[src/rtl/mem_port_arbiter.sv]
// mem_port_arbiter
//   Two requesters (p0, p1) share a single req/gnt/rvalid memory port, with at
//   most one transaction outstanding at a time. If both ports request in the
//   same IDLE cycle, a 1-bit priority pointer picks the winner. After each
//   completed response the pointer moves to the port that did not own that
//   transaction.
//
// Ports
//   clk, rst_n                   clock, asynchronous active-low reset
//   pN_req_i/pN_gnt_o            per-requester handshake (N = 0, 1)
//   pN_addr_i/wdata_i/we_i/be_i  per-requester request fields
//   pN_rvalid_o/rdata_o/error_o  per-requester response (zero unless valid)
//   mem_req_o/addr/wdata/we/be   downstream request (fields zero when idle)
//   mem_gnt_i/rvalid_i/rdata_i/error_i  downstream grant and response
module mem_port_arbiter #(
    parameter int ADDR_WIDTH = 32,
    parameter int DATA_WIDTH = 32
) (
    input  logic                      clk,
    input  logic                      rst_n,

    input  logic                      p0_req_i,
    output logic                      p0_gnt_o,
    output logic                      p0_rvalid_o,
    input  logic [ADDR_WIDTH-1:0]     p0_addr_i,
    input  logic [DATA_WIDTH-1:0]     p0_wdata_i,
    input  logic                      p0_we_i,
    input  logic [DATA_WIDTH/8-1:0]   p0_be_i,
    output logic [DATA_WIDTH-1:0]     p0_rdata_o,
    output logic                      p0_error_o,

    input  logic                      p1_req_i,
    output logic                      p1_gnt_o,
    output logic                      p1_rvalid_o,
    input  logic [ADDR_WIDTH-1:0]     p1_addr_i,
    input  logic [DATA_WIDTH-1:0]     p1_wdata_i,
    input  logic                      p1_we_i,
    input  logic [DATA_WIDTH/8-1:0]   p1_be_i,
    output logic [DATA_WIDTH-1:0]     p1_rdata_o,
    output logic                      p1_error_o,

    output logic                      mem_req_o,
    output logic [ADDR_WIDTH-1:0]     mem_addr_o,
    output logic [DATA_WIDTH-1:0]     mem_wdata_o,
    output logic                      mem_we_o,
    output logic [DATA_WIDTH/8-1:0]   mem_be_o,
    input  logic                      mem_gnt_i,
    input  logic                      mem_rvalid_i,
    input  logic [DATA_WIDTH-1:0]     mem_rdata_i,
    input  logic                      mem_error_i
);

    typedef enum logic [1:0] {
        ST_IDLE,
        ST_REQ,
        ST_RESP
    } state_t;

    state_t r_state;
    logic   r_owner;    // port owning the in-flight transaction
    logic   r_ptr;      // port favoured on a simultaneous request

    logic   w_any_req;
    logic   w_winner;
    logic   w_sel;
    logic   w_mem_req;
    logic   w_gnt;
    logic   w_rvalid;

    always_comb begin
        w_any_req = p0_req_i | p1_req_i;
        if (p0_req_i && p1_req_i) begin
            w_winner = r_ptr;
        end else begin
            w_winner = p1_req_i;
        end
        // In IDLE the winner is forwarded in the same cycle; once in REQ the
        // registered owner is held so the other port cannot steal the bus.
        w_sel     = (r_state == ST_IDLE) ? w_winner : r_owner;
        // rst_n gates the combinational paths so all outputs drop to zero
        // the moment reset is asserted, not only at the next edge.
        w_mem_req = rst_n & (((r_state == ST_IDLE) & w_any_req) | (r_state == ST_REQ));
        w_gnt     = w_mem_req & mem_gnt_i;
        w_rvalid  = rst_n & (r_state == ST_RESP) & mem_rvalid_i;
    end

    always_comb begin
        mem_req_o   = w_mem_req;
        mem_addr_o  = '0;
        mem_wdata_o = '0;
        mem_we_o    = 1'b0;
        mem_be_o    = '0;
        if (w_mem_req) begin
            if (w_sel) begin
                mem_addr_o  = p1_addr_i;
                mem_wdata_o = p1_wdata_i;
                mem_we_o    = p1_we_i;
                mem_be_o    = p1_be_i;
            end else begin
                mem_addr_o  = p0_addr_i;
                mem_wdata_o = p0_wdata_i;
                mem_we_o    = p0_we_i;
                mem_be_o    = p0_be_i;
            end
        end

        p0_gnt_o    = w_gnt & ~w_sel;
        p1_gnt_o    = w_gnt &  w_sel;

        p0_rvalid_o = w_rvalid & ~r_owner;
        p1_rvalid_o = w_rvalid &  r_owner;
        p0_rdata_o  = p0_rvalid_o ? mem_rdata_i : '0;
        p1_rdata_o  = p1_rvalid_o ? mem_rdata_i : '0;
        p0_error_o  = p0_rvalid_o & mem_error_i;
        p1_error_o  = p1_rvalid_o & mem_error_i;
    end

    always_ff @(posedge clk or negedge rst_n) begin
        if (!rst_n) begin
            r_state <= ST_IDLE;
            r_owner <= 1'b0;
            r_ptr   <= 1'b0;
        end else begin
            case (r_state)
                ST_IDLE: begin
                    if (w_any_req) begin
                        r_owner <= w_winner;
                        r_state <= mem_gnt_i ? ST_RESP : ST_REQ;
                    end
                end
                ST_REQ: begin
                    if (mem_gnt_i) begin
                        r_state <= ST_RESP;
                    end
                end
                ST_RESP: begin
                    if (mem_rvalid_i) begin
                        r_ptr   <= ~r_owner;
                        r_state <= ST_IDLE;
                    end
                end
                default: r_state <= ST_IDLE;
            endcase
        end
    end

endmodule

[config.mk]
export PLATFORM = sky130hd
export DESIGN_NAME = mem_port_arbiter
export DESIGN_NICKNAME = d
export VERILOG_FILES = /design/src/rtl/mem_port_arbiter.sv
export SDC_FILE = /design/constraint.sdc
export NUM_CORES = 1
export LEC_CHECK = 0
export ABC_AREA = 1
export ABC_CLOCK_PERIOD_IN_PS = 1800
export CORE_AREA = 5 5 119 121
export DETAILED_ROUTE_END_ITERATION = 12
export DIE_AREA = 0 0 124 126
export DONT_BUFFER_PORTS = 1
export PLACE_DENSITY = 0.39
export SLEW_MARGIN = 0
export SYNTH_ARGS = -nofsm -noshare
export SYNTH_HDL_FRONTEND = slang
export SYNTH_SLANG_ARGS = --single-unit
[constraint.sdc]
create_clock -name clk -period 1.8 [get_ports clk]
set_input_delay 0.36 -clock clk [delete_from_list [all_inputs] [get_ports clk]]
set_output_delay 0.36 -clock clk [all_outputs]
set_load 0.02 [all_outputs]
==> results.md <==
* Antenna Diode Count at 0
* Global-route usage over all layers at 15.1%
* Class of the worst hold path: input port to register
* Max_cap viols at 0
* Number of port buffers at 0
* Slew Limit Headroom at 74.3%
* Number of clock sinks at 4
* Clock latency on the worst-skew pair at about 0.22 ns
* Delay-heaviest family, CP: buffers and inverters
* Fraction of the cycle the final worst path needs at 115%
* Standby leakage power at ~0.0027 uW
* Number of inserted filler cells in the final layout at 1423
* Placeable Area at 13000 um2
* Endpoint arrival time on the critical path at 1.70 ns
* Vias per cell at 4.49
* Achievable frequency at 485 MHz
* Util after Layout at 36.2%
* Number of vias in the routed layout at 3798
* Max-slew violation count at 0
* GPL Wtd Cong at between 0.8 and 0.9
* TritonRoute pass-1 iters at 5
* Pin slew with the least headroom to its limit at 0.386 ns
* Maximum buffer depth of the clock tree at 2
* Kind of capture point of the worst setup path: output port
* Final number of hold-violating endpoints at 0
* Setup CP Type: register to output port
* Sequential fraction of the synthesis area at 4.27%
* Nature of the critical path startpoint: register
* Status: complete, but fails checks
* Maximum ir drop on the vdd rail at 0.461 mV
* Root buffer selected by CTS: clkbuf_16
* Slowest CP cell: dfrtp_1
* Maximum number of pins on one net before global-route repair at 58
* CP cell instances: buf_6, inv_6, nand2_4, a21oi_4, buf_8, clkbuf_16, nand2_2, nor2_1, buf_4
* Site Rows at 42
* Final WL at ~14000 um
* Top fanout value on the critical path at 8
* Net count after synthesis at 701
* Max Clock Skew at 0.000412 ns
* Unrepaired setup endpoints after global routing: yes
* Data required time of the critical path at approximately 1.4 ns
* Die extent in x at 124 um
* Clock buffer count from CTS at 3
* Placed inst area at 3660 um2
* Area growth syn-to-layout at 101%
* Flop and latch count out of synthesis at 4
* Violations in the final reports: setup timing
* Wire length of the first global-routing pass at about 19000 um
* Non-Filler Cell Area, Final at 4700 um2
* Worst setup slack after layout at -0.263 ns
* Area of the multi-input gates at 2030 um2
* Layout cell share with drive strength beyond 1 at 39.9%
* DPL Wire Length at 9670 um
* Leading post-synthesis cells by cell area: nor2_1 (23%), inv_1 (17%), nand3_1 (15%)
* Number of warnings issued by yosys at 0
* Final hold slack at 0.210 ns
* Number of design rule violations left after detail routing at 0
* Buffers & Inverters on Critical Path at 5
* Final setup fails at 139
* Number of distinct standard cells referenced by the synthesized netlist at 16
* Synth Instances at 524
* Clock-pin slew on the worst setup and hold paths at approximately 0.030 ns
* Post-synthesis cell type with the largest combined area: nor2_1
* Residual antenna-violating net count after detailed routing at 0
* FF/Latch Area at 101 um2
* Power per Cell Area at approximately 1300 nW/um2
* CTS H-tree depth at 1
* IO Pins at 317
* Final period demand of the worst path at just over 2 ns
* Number of global-route vias before repair at 3588
* Average instance area after synthesis at 4.47 um2
* Area share of the leading cell type in the synthesized netlist at 22.9%
* Antenna violations before repair at 1
* Die outline area at ~16000 um2
* Biggest cell delay along the critical path at 0.39 ns
* Post-synthesis instance area at 2340 um2
* TritonCTS clock tree: done
* Initial Utilization at 18.0%
* Final net count at 849
* Die Span Y at 126 um
* Wirelength per Cell at 16.6 um
* Number of violations reported at the end of detailed-routing iteration 0 at 120
* Total overflow reported by the global router at 0
[sequential cells by signal, summed over array words and instances, names as in the netlist]
signal / count
r_owner: 1
r_state: 2
r_ptr: 1
[synth_stat cells (all sizes together)]
cell type	n
nand3	73
buf	42
a21oi	70
inv	111
nor2	143
nor3	2
o21ai	2
nand2	76
clkbuf	1
dfrtp	4
[per-layer routing]
metal | track usage (%) | vias up | share of wire, %
met2 | 30.1 | 216 | 54
li1 | - | 1877 | -
met5 | 0 | - | 0.050
met1 | 15.6 | 1695 | 35
met4 | 1.16 | 2 | 0.28
met3 | 4.89 | 8 | 11
[path summary, 6_finish.rpt]
check	start	end	slack [ns]	cells after the start
setup / recovery	r_state[1]	mem_addr_o[11]	-0.26	9
hold / removal	mem_gnt_i	r_state[0]	0.21	1
setup reg to reg	r_state[1]	r_owner	0.39	9
hold reg to reg	r_ptr	r_ptr	0.49	2
max in group asynchronous	rst_n	r_owner	1.20	1
min in group asynchronous	rst_n	r_state[1]	0.41	1
[per-stage QoR]
stage / setup WS (ns) / power, uW / instances / TNS (ns)
finish: -0.263 / 6290 / 846 / -19.48
global route: -0.347 / 6750 / 846 / -34.50
CTS: -0.224 / 5350 / 840 / -19.15
detailed placement: -0.0562 / 4230 / 823 / -0.189
global placement: -0.0570 / 4240 / 823 / -0.132
floorplan: 0.0866 / 2850 / 524 / 0
[where the power goes]
part	leakage, uW	internal (uW)	switching [uW]
Sequential	0.0000480	133	94.1
Clock	0.0000370	284	60.0
Combinational	0.00263	2540	3180
Total	0.00272	2960	3340
[area by class of cell]
class / count / share of cell area, %
multi-input cells: 368 / 43.2
well taps: 176 / 4.68
clock buffers: 3 / 1.60
repair buffers: 184 / 39.4
inverters: 111 / 8.96
flip-flops and latches: 4 / 2.15
[layout by cell type (no fill, tap or decap), types with 2 or more instances in the layout]
cell type	count
nor2_1	122
buf_8	5
nand2_8	3
inv_2	2
nor2_4	15
dfrtp_1	3
buf_4	133
inv_1	108
nand3_1	63
buf_6	25
nor2_2	6
nand3_2	8
buf_12	7
nor3_1	2
nand3_4	2
clkbuf_16	8
o21ai_0	2
buf_16	7
a21oi_1	55
nand2_1	47
a21oi_2	14
nand2_2	10
nand2_4	18
[repair_timing]
action                                  CTS  global route
pin swaps                                 2            32
setup buffers                             5             0
endpoints found under the setup margin  139           140
gates resized for setup                  42           114
endpoints found under the hold margin     4             0
hold buffers                              1             0
gates cloned                              9             6
[logic make-up after synthesis]
kind of cell | synth area share, %
simple gates | 52.0
buf+inv | 28.2
compound gates | 15.5
flops | 4.27
Note: power is estimated with default switching activity, not from simulation.
==> patch 1 (config.mk and constraints unchanged) <==
Re-encode `state_t` (3 states) as one-hot, 3 bits wide.
--- a/src/rtl/mem_port_arbiter.sv
+++ b/src/rtl/mem_port_arbiter.sv
@@ -52,6 +52,6 @@
 
-    typedef enum logic [1:0] {
-        ST_IDLE,
-        ST_REQ,
-        ST_RESP
+    typedef enum logic [2:0] {
+        ST_IDLE = 3'b001,
+        ST_REQ  = 3'b010,
+        ST_RESP = 3'b100
     } state_t;
Check against the original RTL: same outputs for any inputs over 10 cycles, from zero or initial values and one cycle with rst_n low; not proved beyond that.
==> patch 1 against the unedited design <==
  * The flow still finishes with violations (negative setup slack)
  * Hold slack better by 0.0080 ns
  * Setup slack worse by 0.078 ns
  * Clock skew up 0.0013 ns
  * Utilization down 1.1 points
  * Largest power group unchanged
  * Critical path type unchanged
  * Sequential power up 2%
  * Sequential cell count up 1
  * Synthesized area down 0.11%
  * Total power up 31%
  * Cell area down 2.9%
  * Wire length up 2.8%
  * Die area unchanged
  * First-iteration DRC count up 23%
==> patch 1: results (changes against the unedited design) <==
run status=finished, violations left; share of synthesized area occupied by flip-flops and latches=5.40% (+1.1 points); end point of the worst hold path=r_state[1]; Crit path max-delay family=simple AND/OR/NAND/NOR gates; share of final-layout standard cells stronger than drive strength 1=45.3% (+5.4 points); Hold Worst Slack=0.218 ns (+0.00804 ns); area growth from synthesis to layout=95.2%; final setup fails=140 (+0.72%); Leak=0.00234 uW (-14%); area post-placement=0.00329 mm^2 (-10%); global router's overall resource usage=14.7% (-0.38 points); remaining max-slew budget at the tightest pin=81.5% (+7.2 points); Diodes inserted=1 (+1); Compound-Gate Fraction of Synth Area=1.39% (-14 points); synthesized area per cell=4.42 um^2 (-1.1%); initial DRC count=148 (+23%); GRT met1 Usage=13.5% (-2.1 points); pin count of the biggest net entering global routing=54 (-6.9%); internal reg-to-reg setup slack=0.41 ns (+0.02 ns); M3 GR Usage=4.08% (-0.81 points); # nets final=790 (-6.9%); data-path buffer share of cell area in the final layout=27.3% (-12 points); delay contributed by the slowest stage of the critical path=0.55 ns (+0.16 ns); average wire per cell in the routed design=18.3 um (+10%); met2 global-route usage=31.2% (+1.0 points); syn_nets=706 (+0.71%); HPWL after detailed placement=9470 um (-2.1%); footprint of the multi-input gates=0.00246 mm^2 (+21%); logic depth of the worst register-to-register path=6 (-3); synthesized flop and latch total=5 (+1); Total Wirelength=14400 um (+2.8%); violations in the final reports=negative setup slack; leading cell types by total area after synthesis=sky130_fd_sc_hd__nor2_1 33%, sky130_fd_sc_hd__inv_1 18%, sky130_fd_sc_hd__nand3_1 15%; inverter count of the layout excluding clock inverters=114 (+2.7%); global placement routability congestion=0.815 (+1.6%); clock tree cell share of total cell area=1.73% (+0.13 points); number of global-route vias before repair=3537 (-1.4%); cell at the slowest stage of the critical path=sky130_fd_sc_hd__dfstp_2; final setup TNS=-34.16 ns (-14.68 ns); register share of the cell area=2.77% (+0.61 points); startpoint of the lowest-slack register-to-register path=r_state[0]; post-route worst setup slack=-0.341 ns (-0.0783 ns); sequential-cell power consumption=232 uW (+2%); internal cell power=3440 uW (+16%); Gates resized, CTS repair=111 (+160%); Fillers=1377 (-3.2%); largest fanout on the critical path=6 (-2)
-- patch 1: cell types whose count changed after synthesis, sizes merged, moves of 2 or more --
cell / unedited run / this run
nor2: 143 / 209
inv: 111 / 114
o21ai: 2 / 4
a21oi: 70 / 1
nand2: 76 / 85
buf: 42 / 34
-- patch 1: kinds of logic (layout without fill, tap and decap cells) --
group           count (synthesis)  count (layout)
simple gates                  370             370
flops                           5               5
other cells                     0               1
compound gates                  6               6
buf+inv                       148             231
-- patch 1: worst max-delay path by stage --
stage	start	endpoint	slack [ns]	cells after the start
floorplan	r_state[0]	p0_gnt_o	0.003	7
global placement	r_state[0]	mem_addr_o[29]	-0.17	8
detailed placement	r_state[0]	mem_addr_o[29]	-0.17	8
CTS	r_state[0]	mem_addr_o[23]	-0.32	8
global route	r_state[0]	mem_be_o[0]	-0.41	8
finish	r_state[0]	mem_be_o[0]	-0.34	8
-- patch 1: routing by layer --
metal  vias up  routed length, um
met5         -                  0
met4         0                188
li1       1697                  -
met2       239               8040
met3        14               1560
met1      1704               4640
==> patch 2 (same settings) <==
Without the edit above. Change the parameter `DATA_WIDTH` from 32 to 24.
--- a/src/rtl/mem_port_arbiter.sv
+++ b/src/rtl/mem_port_arbiter.sv
@@ -16,3 +16,3 @@
     parameter int ADDR_WIDTH = 32,
-    parameter int DATA_WIDTH = 32
+    parameter int DATA_WIDTH = 24
 ) (
Interface: changed (9 resized); port bits go from 317 to 266. The function was not compared with the original's and may differ.
==> patch 2 against the unedited design <==
  * The run still ends with negative setup slack left
  * Critical endpoint is now mem_addr_o[7]
  * Wire length decreased by 15%
  * Critical path type unchanged
  * Sequential cell count unchanged
  * Largest power group unchanged
  * Synthesized area decreased by 3.8%
  * Setup slack improved by 0.028 ns
  * First-iteration DRC count is 7.5% lower
  * Cell area shrank 5.4%
  * Total power shrank 38%
  * Non-clock buffer count fell by 30
  * Via count shrank 13%
==> patch 2: results (changes against the unedited design) <==
number of buffers inserted to repair setup after CTS=9 (+4); VDD IR max=0.000522 V (+13%); Leak=0.00244 uW (-10%); Hold Worst Slack=0.211 ns (+0.000380 ns); Placed Cells incl. Taps=713 (-13%); Final Skew=0.000892 ns (+0.000480 ns); startpoint of the lowest-slack register-to-register path=r_state[0]; internal reg-to-reg setup slack=0.43 ns (+0.04 ns); most used standard cells in the synthesized netlist=115 x sky130_fd_sc_hd__nor2_1, 92 x sky130_fd_sc_hd__inv_1, 66 x sky130_fd_sc_hd__nand2_1; share of synthesized area occupied by flip-flops and latches=4.44% (+0.17 points); area post-placement=0.00327 mm^2 (-11%); share of final-layout standard cells stronger than drive strength 1=50.4% (+11 points); areal power density over the cells=872 mW/mm^2 (-35%); post-route worst setup slack=-0.235 ns (+0.0281 ns); Compound-Gate Fraction of Synth Area=14.7% (-0.83 points); Fillers=1342 (-5.7%); violations in the final reports=negative setup slack; leading cell types by total area after synthesis=sky130_fd_sc_hd__nor2_1 19%, sky130_fd_sc_hd__inv_1 15%, sky130_fd_sc_hd__nand3_2 15%; Syn Inst Count=447 (-15%); # nets final=722 (-15%); Pre-antenna DRT Iters=4 (-1); logic depth of the worst register-to-register path=7 (-2); M3 GR Usage=1.84% (-3.0 points); run status=finished, violations left; arrival time of data at the critical path endpoint=1.67 ns (-0.03 ns); global router's overall resource usage=10.9% (-4.2 points); global placement routability congestion=0.752 (-6.2%); final setup TNS=-19.27 ns (+0.205 ns); met2 routed WL=6580 um (-13%); pin count of the biggest net entering global routing=65 (+12%); final setup fails=114 (-18%); total met3 wirelength after detailed routing=903 um (-39%); number of antenna violations at the first check in global routing=0 (-1)
patch 2: changes by cell type after synthesis, moves of 8 or more:
cell and delta:
sky130_fd_sc_hd__nand2_1 -8, sky130_fd_sc_hd__nand3_1 -39, sky130_fd_sc_hd__nand3_2 +30, sky130_fd_sc_hd__nor2_1 -28, sky130_fd_sc_hd__buf_2 -21, sky130_fd_sc_hd__inv_1 -17
sky130_fd_sc_hd__a21oi_1 -8, sky130_fd_sc_hd__buf_6 +12
patch 2: critical path, cell delays in order (launching register included):
cell and delay, ns:
sky130_fd_sc_hd__dfrtp_2 0.43, sky130_fd_sc_hd__nor2_4 0.14, sky130_fd_sc_hd__nand3_4 0.16, sky130_fd_sc_hd__buf_6 0.17, sky130_fd_sc_hd__clkbuf_16 0.16, sky130_fd_sc_hd__nand3_2 0.06
sky130_fd_sc_hd__nand2_1 0.05, sky130_fd_sc_hd__nor2_1 0.12, sky130_fd_sc_hd__buf_4 0.16
patch 2: area by class of cell:
type,count,area (um^2),area share [%]
multi-input cells,314,1990,44.6
flip-flops and latches,4,104,2.33
repair buffers,154,1710,38.4
clock buffers,3,75.1,1.69
inverters,94,355,7.98
well taps,176,220,4.95
patch 2: how the worst max path moves through the flow:
| stage | end | slack (ns) | cells after the start |
|---|---|---|---|
| 6_report | mem_addr_o[7] | -0.23 | 8 |
| 5_1_grt | mem_addr_o[18] | -0.30 | 7 |
| 4_1_cts | p1_rdata_o[17] | -0.15 | 7 |
| 3_5_place_dp | mem_wdata_o[4] | -0.001 | 6 |
| 3_3_place_gp | mem_wdata_o[3] | 0.02 | 6 |
| 2_1_floorplan | mem_wdata_o[10] | 0.07 | 6 |
